<file path="src/rtl/orb_match_pkg.sv">
// orb_match_pkg: shared state encoding and parameter defaults for the match scheduler.
// Rev 1.0
`default_nettype none

package orb_match_pkg;

  localparam int DATA_WIDTH_DEFAULT   = 16;
  localparam int DIST_LATENCY_DEFAULT = 3;
  localparam int DIST_LATENCY_MIN     = 1;
  localparam int DIST_LATENCY_MAX     = 8;
  localparam int IDX_WIDTH            = 16;

  typedef enum logic [2:0] {
    IDLE     = 3'd0,
    START    = 3'd1,
    SCAN     = 3'd2,
    DRAIN    = 3'd3,
    WAIT_RES = 3'd4,
    EMIT     = 3'd5,
    NEXT     = 3'd6
  } state_t;

endpackage

`default_nettype wire

</file>
<file path="src/rtl/match_sched_delay.sv">
// match_sched_delay: fixed-latency shift register carrying {en, location, last}.
// Rev 1.0
`default_nettype none

module match_sched_delay
  import orb_match_pkg::*;
#(
  parameter int LATENCY   = DIST_LATENCY_DEFAULT,
  parameter int LOC_WIDTH = IDX_WIDTH
) (
  input  logic                 clk,
  input  logic                 rst,
  input  logic                 en,
  input  logic [LOC_WIDTH-1:0] loc,
  input  logic                 last,
  output logic                 en_dly,
  output logic [LOC_WIDTH-1:0] loc_dly,
  output logic                 last_dly
);

  localparam int W = LOC_WIDTH + 2;

  logic [W-1:0] pipe [LATENCY];

  always_ff @(posedge clk or posedge rst) begin
    if (rst) begin
      for (int i = 0; i < LATENCY; i++) pipe[i] <= '0;
    end else begin
      pipe[0] <= {en, loc, last};
      for (int i = 1; i < LATENCY; i++) pipe[i] <= pipe[i-1];
    end
  end

  assign {en_dly, loc_dly, last_dly} = pipe[LATENCY-1];

endmodule

`default_nettype wire

</file>
<file path="src/rtl/match_scheduler.sv">
// match_scheduler: walks Q queries x T train descriptors, drives the min-finder and emits matches.
// Rev 1.0
`default_nettype none

module match_scheduler
  import orb_match_pkg::*;
#(
  parameter int Pra_Data_Width   = DATA_WIDTH_DEFAULT,
  parameter int Pra_Dist_Latency = DIST_LATENCY_DEFAULT
) (
  input  logic                      i_clk,
  input  logic                      i_rst,
  input  logic                      i_go,
  input  logic [15:0]               i_query_num,
  input  logic [15:0]               i_train_num,
  input  logic [Pra_Data_Width-1:0] i_threshold,
  output logic                      o_busy,
  output logic                      o_done,
  output logic                      o_rd_en,
  output logic [15:0]               o_query_addr,
  output logic [15:0]               o_train_addr,
  output logic                      o_min_start,
  output logic                      o_min_en,
  output logic                      o_min_end,
  output logic [15:0]               o_min_location,
  input  logic                      i_min_ready,
  input  logic [Pra_Data_Width-1:0] i_min_data,
  input  logic [15:0]               i_min_location,
  output logic                      o_match_valid,
  input  logic                      i_match_ready,
  output logic [15:0]               o_match_query,
  output logic [15:0]               o_match_train,
  output logic [Pra_Data_Width-1:0] o_match_dist
);

  state_t                    state, state_nxt;
  logic [15:0]               qi, ti, q_num, t_num, cap_loc;
  logic [Pra_Data_Width-1:0] thr, cap_data;
  logic                      done_q;
  logic                      zero_frame, last_train, last_query;
  logic                      dl_en, dl_last;
  logic [15:0]               dl_loc;

  assign zero_frame = (i_query_num == 16'd0) || (i_train_num == 16'd0);
  assign last_train = (ti == t_num - 16'd1);
  assign last_query = (qi == q_num - 16'd1);

  always_comb begin
    state_nxt = state;
    case (state)
      IDLE:     if (i_go && !zero_frame) state_nxt = START;
      START:    state_nxt = SCAN;
      SCAN:     if (last_train) state_nxt = DRAIN;
      DRAIN:    if (dl_en && dl_last) state_nxt = WAIT_RES;
      WAIT_RES: if (i_min_ready) state_nxt = (i_min_data <= thr) ? EMIT : NEXT;
      EMIT:     if (i_match_ready) state_nxt = NEXT;
      NEXT:     state_nxt = last_query ? IDLE : START;
      default:  state_nxt = IDLE;
    endcase
  end

  always_ff @(posedge i_clk or posedge i_rst) begin
    if (i_rst) begin
      state    <= IDLE;
      qi       <= '0;
      ti       <= '0;
      q_num    <= '0;
      t_num    <= '0;
      thr      <= '0;
      cap_data <= '0;
      cap_loc  <= '0;
      done_q   <= 1'b0;
    end else begin
      state  <= state_nxt;
      done_q <= 1'b0;
      case (state)
        IDLE: begin
          if (i_go) begin
            q_num  <= i_query_num;
            t_num  <= i_train_num;
            thr    <= i_threshold;
            qi     <= '0;
            done_q <= zero_frame;
          end
        end
        START: ti <= '0;
        SCAN:  if (!last_train) ti <= ti + 16'd1;
        WAIT_RES: begin
          if (i_min_ready) begin
            cap_data <= i_min_data;
            cap_loc  <= i_min_location;
          end
        end
        NEXT: begin
          if (last_query) done_q <= 1'b1;
          else            qi     <= qi + 16'd1;
        end
        default: ;
      endcase
    end
  end

  match_sched_delay #(
    .LATENCY   (Pra_Dist_Latency),
    .LOC_WIDTH (16)
  ) u_delay (
    .clk      (i_clk),
    .rst      (i_rst),
    .en       (o_rd_en),
    .loc      (o_train_addr),
    .last     (o_rd_en && last_train),
    .en_dly   (dl_en),
    .loc_dly  (dl_loc),
    .last_dly (dl_last)
  );

  // Address and match fields are gated to zero whenever their strobe is low.
  assign o_busy         = (state != IDLE);
  assign o_done         = done_q;
  assign o_rd_en        = (state == SCAN);
  assign o_query_addr   = o_rd_en ? qi : 16'd0;
  assign o_train_addr   = o_rd_en ? ti : 16'd0;
  assign o_min_start    = (state == START);
  assign o_min_en       = dl_en;
  assign o_min_end      = dl_last;
  assign o_min_location = dl_loc;
  assign o_match_valid  = (state == EMIT);
  assign o_match_query  = o_match_valid ? qi : 16'd0;
  assign o_match_train  = o_match_valid ? cap_loc : 16'd0;
  assign o_match_dist   = o_match_valid ? cap_data : '0;

endmodule

`default_nettype wire

</file>
<file path="config.mk">
export PLATFORM = sky130hd
export DESIGN_NAME = match_scheduler
export DESIGN_NICKNAME = d
export VERILOG_FILES = /design/src/rtl/orb_match_pkg.sv /design/src/rtl/match_sched_delay.sv /design/src/rtl/match_scheduler.sv
export SDC_FILE = /design/constraint.sdc
export NUM_CORES = 1
export LEC_CHECK = 0
export CORE_ASPECT_RATIO = 1.75
export CORE_MARGIN = 5
export CORE_UTILIZATION = 51
export CTS_CLUSTER_DIAMETER = 100
export DETAILED_ROUTE_END_ITERATION = 8
export PLACE_DENSITY_LB_ADDON = 0.08
export SETUP_SLACK_MARGIN = 0.1
export SYNTH_ARGS = -nofsm -noshare
export SYNTH_HDL_FRONTEND = slang
export SYNTH_SLANG_ARGS = --single-unit
</file>
<file path="constraint.sdc">
create_clock -name i_clk -period 7.8 [get_ports i_clk]
set_clock_uncertainty 0.15 [all_clocks]
set_input_delay 1.56 -clock i_clk [delete_from_list [all_inputs] [get_ports i_clk]]
set_output_delay 1.56 -clock i_clk [all_outputs]
set_load 0.05 [all_outputs]
</file>
==> flow_metrics.env <==
export IMPL_wire_per_inst_um=16.4
export IMPL_first_pass_iters=5
export IMPL_outcome="complete, no violations"
export IMPL_grt_pass1_vias=6681
export IMPL_reg2reg_from="t_num[0]"
export IMPL_fmax_mhz=216
export IMPL_r2r_slack_ns=4.12
export IMPL_antenna_found_initial=0
export IMPL_max_slew_margin_rel_pct=37.4
export IMPL_coreArea_sq_um=16900
export IMPL_setup_viol=0
export IMPL_synth_seq_cells=170
export IMPL_crit_path_start_kind="register"
export IMPL_crit_chain="and3b_1 -> buf_4 -> and2_1 -> clkdlybuf4s50_1"
export IMPL_gp_congestion=0.896
export IMPL_start_util_pct=51.6
export IMPL_synth_nets=976
export IMPL_fin_nets=1116
export IMPL_cts_sinks=170
export IMPL_max_stage_delay_ns=0.80
export IMPL_worst_slack_ns=3.17
export IMPL_hp_start="u_delay.pipe[26]"
export IMPL_cts_tree="yes"
export IMPL_ir_drop_mv=0.190
export IMPL_required_ns=6.09
export IMPL_grt_pass1_wl_um=33500
export IMPL_gr_total_overflow=0
export IMPL_max_cap_viol_count=0
export IMPL_io_buffers=187
export IMPL_vias_per_cell=5.30
export IMPL_ctsHtreeMaxLevel=4
export IMPL_yosysUniqueCellTypes=71
export IMPL_rows=63
export IMPL_cts_buffers=17
export IMPL_post_cts_buffers=0
export IMPL_dpl_hpwl_um=15500
export IMPL_grt_max_degree=103
export IMPL_hold_path_class="register to register"
export IMPL_power_density_nw_per_um2=267
export IMPL_rsz0062_at_grt="false"
export IMPL_ctsResizeCount=0
export IMPL_crit_type="register to output pin"
export IMPL_min_to="u_delay.loc_dly[7]"
export IMPL_fin_crit_ns=4.63
export IMPL_syn_area_sq_um=8700
export IMPL_worstHoldPathCells=0
export IMPL_p_leak_uw=0.00489
export IMPL_critPathArrivalTime_ns=2.92
export IMPL_setup_tns_ns=0
export IMPL_ctsHoldBuffers=0
export IMPL_maxSlewViolCount=0
export IMPL_clkTransAtPathRegs_ns=0.08
export IMPL_area_growth_pct=28.1
export IMPL_yosysSeqAreaShare_pct=48.9
export IMPL_layout_common_cells="clkdlybuf4s50_1, dfrtp_1, nand2_1"
export IMPL_first_iter_violations=277
export IMPL_worstReg2RegEnd="ti[5]"
export IMPL_worst_slew_pin_slew_ns=0.937
export IMPL_hold_viol_final=0
export IMPL_grtUsageTotal_pct=21.2
export IMPL_fin_crit_sh_pct=59.4
export IMPL_holdWs_ns=0.197
export IMPL_die_w_um=109
export IMPL_cp_slowest_cell="clkdlybuf4s50_1"
export IMPL_diodes=0
export IMPL_clock_path_buffers=2
export IMPL_async_flop_share_pct=100
export IMPL_layout_commonest_cell="clkdlybuf4s50_1"
export IMPL_antenna_left=0
export IMPL_drive_gt1_share_pct=9.57
export IMPL_ys_warn_count=0
export IMPL_clk_latency_ns=0.42
export IMPL_synth_edf_count=0
export IMPL_syn_instance_count=871
export IMPL_vias=6629
export IMPL_ff2ff_path_depth=10
export IMPL_stdcell_count=1251
export IMPL_synth_flop_cell="dfrtp_1"
export IMPL_netlist_area_leader_share_pct=48.9
export IMPL_dp_cells=1219
export IMPL_cp_end_kind="output pin"
export IMPL_io_pins=188
export IMPL_syn_avg_cell_area_sq_um=9.99
export IMPL_drcViolationCount=0
export IMPL_critPathMaxFanout=31
export IMPL_die_h_um=183
export IMPL_yosysTopAreaCell="dfrtp_1"
export IMPL_pre_cts_slack_ns=3.58
export IMPL_cts_root_buf="clkbuf_16"
export IMPL_synth_area_top_cells="dfrtp_1, and2_1, nand2_1, mux2_2, ha_1"
export IMPL_wl_um=20500
export IMPL_die_area_sq_um=19900
export IMPL_n_fill_cell=1445
## logic make-up (layout without fill, tap and decap cells)
| kind of cell | Yosys count | count (layout) | share of synthesized area, % |
|---|---|---|---|
| mux | 41 | 41 | 5.18 |
| fa+ha+maj | 20 | 20 | 2.88 |
| simple gates | 369 | 369 | 23.2 |
| compound gates | 117 | 117 | 9.23 |
| buf+inv | 108 | 261 | 5.97 |
| flops | 170 | 170 | 48.9 |
| xor+xnor | 46 | 46 | 4.63 |
## flip-flops by register name (all words and copies together) (netlist names)
signal,cells
cap_data,16
ti,16
t_num,16
u_delay.loc_dly,16
u_delay.pipe,36
cap_loc,16
qi,16
q_num,16
state,3
thr,16
u_delay.en_dly,1
o_done,1
u_delay.last_dly,1
## critical path: cells and delay by family, from the launching register on
kind	cells	cell delay [ns]
DFF	1	0.51
buffers and inverters	2	1.16
and+or+nand+nor	2	0.81
## cell type report
| type | instances | area [sq um] | share of cell area, % |
|---|---|---|---|
| clock buffers | 17 | 425 | 3.82 |
| well taps | 227 | 284 | 2.55 |
| clock inverters | 15 | 189 | 1.70 |
| flip-flops and latches | 170 | 4250 | 38.2 |
| multi-input cells | 593 | 3930 | 35.3 |
| inverters | 36 | 140 | 1.26 |
| repair buffers | 193 | 1920 | 17.2 |
## metrics by stage
stage	total power [uW]	util [%]	area [sq um]
floorplan	1900	-	8700
global placement	2130	62.4	10500
detailed placement	2150	62.4	10500
CTS	3010	66.1	11100
global route	3180	66.1	11100
finish	2980	66.1	11100
## worst max path at each step
stage | from | to | slack (ns) | cells past startpoint
final | state[1] | o_match_train[5] | 3.17 | 4
after floorplan | i_rst | cap_data[0] | 1.49 | 1
after global placement | i_min_data[3] | state[0] | 3.65 | 9
after CTS | state[1] | o_match_train[5] | 3.12 | 4
after global routing | state[1] | o_match_train[5] | 2.96 | 4
after detailed placement | state[1] | o_match_train[5] | 3.58 | 4
## cell usage after synthesis, drive strengths merged (4+ instances only)
library cell	n
nand2	127
nand4	16
and3	6
o211ai	12
o21ai	42
xnor2	23
a2111oi	5
or3	7
o31ai	11
and2	82
nor2	30
nor4	21
ha	20
xor2	23
buf	33
nor3b	4
or4	7
inv	35
a21oi	15
clkbuf	39
nor2b	5
nand3	24
dfrtp	170
mux2	32
nand4b	4
mux2i	9
nor3	14
nand2b	6
## metal layers
layer,track usage (%),vias to the layer above,routed length (um)
met3,4.26,18,1110
met2,38.7,165,11100
met1,25.0,3187,8060
met5,0,-,0
li1,-,3259,-
met4,5.97,0,217
## power by group
part           switching (uW)  internal (uW)
registers                 157           1020
logic                     569            381
clock network             412            439
total                    1140           1840
No activity file was read; power rests on OpenSTA's default activity.
